`config.mk`:
```
export PLATFORM = sky130hd
export DESIGN_NAME = mem_stage
export DESIGN_NICKNAME = d
export VERILOG_FILES = /design/src/rtl/mem_stage.sv
export SDC_FILE = /design/constraint.sdc
export NUM_CORES = 1
export LEC_CHECK = 0
export BUFFER_PORTS_ARGS = -buffer_cell sky130_fd_sc_hd__buf_2
export CAP_MARGIN = 20
export CORE_ASPECT_RATIO = 1.75
export CORE_MARGIN = 10
export CORE_UTILIZATION = 57
export CTS_CLUSTER_DIAMETER = 40
export CTS_CLUSTER_SIZE = 24
export DETAILED_ROUTE_END_ITERATION = 8
export GPL_ROUTABILITY_DRIVEN = 1
export GPL_TIMING_DRIVEN = 1
export HOLD_SLACK_MARGIN = 0.03
export PLACE_DENSITY = 0.87
export SYNTH_ARGS = -nofsm -noshare
export SYNTH_HDL_FRONTEND = slang
export SYNTH_SLANG_ARGS = --single-unit
```
`constraint.sdc`:
```
create_clock -name clk -period 12.1 [get_ports clk]
set_input_delay 2.42 -clock clk [delete_from_list [all_inputs] [get_ports clk]]
set_output_delay 2.42 -clock clk [all_outputs]
set_load 0.01 [all_outputs]
```
`src/rtl/mem_stage.sv`:
```
// Memory stage: holds one instruction after execute, extracts load data
// from the SRAM read word and offers the result to writeback.
module mem_stage #(
    parameter int ES_TO_MS_BUS_WD = 84,
    parameter int MS_TO_WS_BUS_WD = 79
) (
    input  logic                       clk,
    input  logic                       reset,
    input  logic                       ws_allowin,
    output logic                       ms_allowin,
    input  logic                       es_to_ms_valid,
    input  logic [ES_TO_MS_BUS_WD-1:0] es_to_ms_bus,
    output logic                       ms_to_ws_valid,
    output logic [MS_TO_WS_BUS_WD-1:0] ms_to_ws_bus,
    input  logic [31:0]                data_sram_rdata,
    output logic [41:0]                ms_fwd_blk_bus,
    output logic                       ms_ex,
    output logic                       ms_inst_mfc0_o,
    input  logic                       ws_ex,
    input  logic                       eret_flush
);

    logic                       ms_valid;
    logic                       ms_ready_go;
    logic                       flush;
    logic [ES_TO_MS_BUS_WD-1:0] bus_r;
    logic [31:0]                rbuf;
    logic                       rbuf_valid;

    logic        ex, bd, eret, syscall, mfc0, mtc0;
    logic        lb, lbu, lh, lhu, lw, lwl, lwr;
    logic        res_from_mem, gr_we;
    logic [4:0]  dest;
    logic [31:0] exe_result, pc;

    logic [1:0]  a;
    logic [31:0] w;
    logic [31:0] w_sh;
    logic [15:0] half;
    logic [31:0] final_result;
    logic [3:0]  rf_wen;

    assign {ex, bd, eret, syscall, mfc0, mtc0,
            lb, lbu, lh, lhu, lw, lwl, lwr,
            res_from_mem, gr_we, dest, exe_result, pc} = bus_r;

    assign ms_ready_go    = 1'b1;
    assign flush          = ws_ex | eret_flush;
    assign ms_allowin     = !ms_valid | (ms_ready_go & ws_allowin);
    assign ms_to_ws_valid = ms_valid & ms_ready_go & !flush;

    // Stage occupancy and captured execute bundle; a flush empties the stage.
    always_ff @(posedge clk or posedge reset) begin
        if (reset) begin
            ms_valid <= 1'b0;
            bus_r    <= '0;
        end else begin
            if (flush) begin
                ms_valid <= 1'b0;
            end else if (ms_allowin) begin
                ms_valid <= es_to_ms_valid;
            end
            if (es_to_ms_valid && ms_allowin) begin
                bus_r <= es_to_ms_bus;
            end
        end
    end

    // The SRAM word is only valid for one cycle; hold it while stalled.
    always_ff @(posedge clk or posedge reset) begin
        if (reset) begin
            rbuf_valid <= 1'b0;
            rbuf       <= '0;
        end else if (flush || ws_allowin) begin
            rbuf_valid <= 1'b0;
        end else if (ms_valid && !rbuf_valid) begin
            rbuf_valid <= 1'b1;
            rbuf       <= data_sram_rdata;
        end
    end

    assign a    = exe_result[1:0];
    assign w    = rbuf_valid ? rbuf : data_sram_rdata;
    assign w_sh = w >> {a, 3'b000};
    assign half = a[1] ? w[31:16] : w[15:0];

    // Load alignment/extension and register byte-enables.
    always_comb begin
        final_result = exe_result;
        rf_wen       = {4{gr_we}};
        if (res_from_mem) begin
            rf_wen = 4'b1111;
            if (lb) begin
                final_result = {{24{w_sh[7]}}, w_sh[7:0]};
            end else if (lbu) begin
                final_result = {24'b0, w_sh[7:0]};
            end else if (lh) begin
                final_result = {{16{half[15]}}, half};
            end else if (lhu) begin
                final_result = {16'b0, half};
            end else if (lw) begin
                final_result = w;
            end else if (lwl) begin
                case (a)
                    2'd0: begin final_result = {w[7:0], 24'b0};  rf_wen = 4'b1000; end
                    2'd1: begin final_result = {w[15:0], 16'b0}; rf_wen = 4'b1100; end
                    2'd2: begin final_result = {w[23:0], 8'b0};  rf_wen = 4'b1110; end
                    default: begin final_result = w;             rf_wen = 4'b1111; end
                endcase
            end else if (lwr) begin
                case (a)
                    2'd0: begin final_result = w;                 rf_wen = 4'b1111; end
                    2'd1: begin final_result = {8'b0, w[31:8]};   rf_wen = 4'b0111; end
                    2'd2: begin final_result = {16'b0, w[31:16]}; rf_wen = 4'b0011; end
                    default: begin final_result = {24'b0, w[31:24]}; rf_wen = 4'b0001; end
                endcase
            end
        end
        if (ex || (res_from_mem && !gr_we)) begin
            rf_wen = 4'b0000;
        end
    end

    assign ms_to_ws_bus = {ex, bd, eret, syscall, mfc0, mtc0,
                           rf_wen, dest, final_result, pc};

    assign ms_fwd_blk_bus = {{4{ms_valid & !flush}} & rf_wen,
                             dest, final_result,
                             ms_valid & mfc0 & !flush};

    assign ms_ex          = ms_valid & (ex | eret) & !flush;
    assign ms_inst_mfc0_o = ms_valid & mfc0;

endmodule
```
==> impl_metrics.ini <==
[clocking]
cts_sinks = 118
clk_pin_slew_ns = 0.06
cts.htree.levels = 4
cts.root.buffer_cell = clkbuf_16
cts_tree = done
clock_path_buffers = 2
numCtsBuffers = 17
postCtsSetupRepairBufs = 0
cts_hold_buf = 0
cts_resized = 0
worstSkewPairLatency_ns = 0.43

[critical_path]
crit_type = in -> out
worstPathMaxFanout = 4
rrSetupSlack_ns = 9.98
required_ns = 9.68
r2r_cells = 4
path_cells = buf_2 -> mux4_1 -> mux2_2 -> and2_1 -> o221ai_1 -> a221oi_2 -> buf_2
crit_top_cell = buf_2
cp_slowest_stage_delay_ns = 0.60
cp-start-kind = input port
cp-end-kind = output pin
critPathSlowestCell = mux4_1
worstPathArrival_ns = 4.14
worstReg2RegEnd = bus_r[43]
rr_startpoint = ms_valid

[timing]
finClkSkew_ns = 0.008840
hold_viol = 0
max_slew_margin_pct = 29.07
rsz0062_at_grt = false
period_minus_slack_ns = 6.564
max_freq_ghz = 0.1523
period_share_pct = 54.25
tightest_slew_ns = 1.064
finalSetupViolCount = 0
setup_ws_ns = 5.536
holdWs_ns = 0.5034
finalMaxSlewViolations = 0
final.setup.tns_ns = 0

[global_routing]
use_met2_pct = 45.54
grt_pass1_vias = 7050
grt_pass1_wl_um = 39900
antenna_found_initial = 6
grt_max_degree = 85
grt_usage_pct = 26.64
grtUsageMet3_pct = 6.756
busiest_layer = met2
use_met1_pct = 29.36
overflow = 0

[logic_synthesis]
synth.distinct_cells = 73
synth_area_mm2 = 0.008059
synthFlopType = dfrtp_1
yosysSeqAreaShare_pct = 36.64
syn_avg_cell_area_um2 = 10.51
synth_edf_count = 0
synth_fp_nets = 889
async_reset_ff_share_pct = 100.0
synth_seq_cells = 118
ys_warn_count = 0
syn_inst = 767

[min_path]
holdPathStages = 1
hp-start = bus_r[14]
whs_endpoint = bus_r[14]
hp-class = reg -> reg

[die]
io_pins = 247
rows = 57
start_util_pct = 57.95
dieArea_mm2 = 0.01948
dieWidth_um = 109.9
core_mm2 = 0.01391
die_h_um = 177.3

[routing]
routed-via-count = 6745
via_per_inst = 6.093
ant_nets = 0
wl_per_cell_um = 23.91
drc = 0
drt_iter0_drc = 525
routed_wirelength_um = 26470
drt_pass1_iterations = 6

[final_layout]
layout.nets = 1035
fin_area_mm2 = 0.009351
area.growth.synth_to_final_pct = 16.04
drive_gt1_share_pct = 49.78
utilization_pct = 67.24

[outcome]
run_status = completed

[placement]
port-buffer-count = 246
dpl_cell_area_mm2 = 0.008735
dp_slack_ns = 5.543
dp_hpwl_um = 20130
place.gp.congestion = 1.009

[pwr]
power_density_mw_per_mm2 = 156.0
ir_drop_mv = 0.1437
cellLeakagePower_nw = 4.183

[job]
max_cap_viol_count = 0
-- cells in the mapped netlist, types with 10 or more instances --
library cell	count	area [um2]
mux2_2	125	1408
dfrtp_1	118	2953
buf_4	84	630.6
nand2_1	45	168.9
nor2_1	42	157.7
o21ai_0	39	195.2
a21oi_1	37	185.2
mux2i_1	30	300.3
clkbuf_1	19	71.32
inv_1	19	71.32
o22ai_1	17	106.4
buf_2	16	80.08
mux4_2	14	315.3
and2_1	10	62.56
-- state kept, by name, indices dropped and copies added (netlist names) --
register	count
bus_r	84
rbuf	32
ms_valid	1
rbuf_valid	1
-- kinds of logic after synthesis --
family          Yosys count  synth area share [%]
compound gates          186                 16.49
mux                     181                 27.43
buf+inv                 151                 11.85
simple gates            131                 7.592
flops                   118                 36.64
-- final cells by class --
type	instances	area [um2]
Fill cell	1135	4556
Multi-Input combinational cell	498	4168
Sequential cell	118	2954
Timing Repair Buffer	256	1306
Clock buffer	17	425.4
Tap cell	177	221.5
Clock inverter	15	181.4
Inverter	22	85.08
Antenna cell	4	10.01
-- metrics by stage --
stage | total power [mW] | std cells
final | 1.459 | 1107
after global routing | 1.519 | 1106
after CTS | 1.459 | 1103
after detailed placement | 0.9318 | 1071
after global placement | 0.9205 | 1071
after floorplan | 0.8196 | 767
-- how the worst max path moves through the flow --
stage	startpoint	end	slack, ns	cells past startpoint
6_report	data_sram_rdata[0]	ms_to_ws_bus[56]	5.54	7
5_1_grt	data_sram_rdata[31]	ms_fwd_blk_bus[23]	5.37	7
4_1_cts	data_sram_rdata[16]	ms_to_ws_bus[56]	5.54	7
3_5_place_dp	data_sram_rdata[0]	ms_to_ws_bus[56]	5.54	7
3_3_place_gp	data_sram_rdata[0]	ms_to_ws_bus[56]	5.56	7
2_1_floorplan	data_sram_rdata[0]	ms_to_ws_bus[56]	5.82	6
-- per-layer routing --
layer | share of wire, % | vias up
li1 | - | 3040
met2 | 52 | 367
met5 | 0.026 | -
met1 | 35 | 3265
met4 | 4.3 | 2
met3 | 9.0 | 71
-- critical path, delay by kind of cell --
family | cells | cell delay (ns)
multiplexers | 2 | 0.97
AO/OA/AOI/OAI | 2 | 0.31
AND/OR/NAND/NOR | 1 | 0.17
buffers and inverters | 2 | 0.28
-- cells in the final DEF (no fill, tap or decap), types with 5 or more instances in the layout --
cell / netlist / final
nor2_1: 42 / 42
a31oi_1: 5 / 5
buf_4: 84 / 10
mux2i_1: 30 / 30
o21ai_1: 8 / 8
inv_6: 0 / 5
a221oi_2: 7 / 7
inv_1: 19 / 18
nand2_1: 45 / 44
buf_2: 16 / 246
dfrtp_1: 118 / 117
clkbuf_16: 0 / 17
o211ai_1: 9 / 9
nand2b_1: 9 / 9
mux4_2: 14 / 14
o21ai_0: 39 / 39
o22ai_1: 17 / 17
a21oi_1: 37 / 37
o221ai_1: 5 / 5
a211oi_1: 6 / 6
a221oi_1: 5 / 5
mux2_2: 125 / 125
and2_1: 10 / 10
-- power by group --
part	switching [mW]	total (mW)	internal, mW	leakage (nW)
Sequential	0.0432	0.492	0.449	1.42
Combinational	0.252	0.438	0.186	2.47
Clock	0.216	0.528	0.312	0.293
Total	0.511	1.46	0.948	4.18
Power figures use the tool's default switching activity.
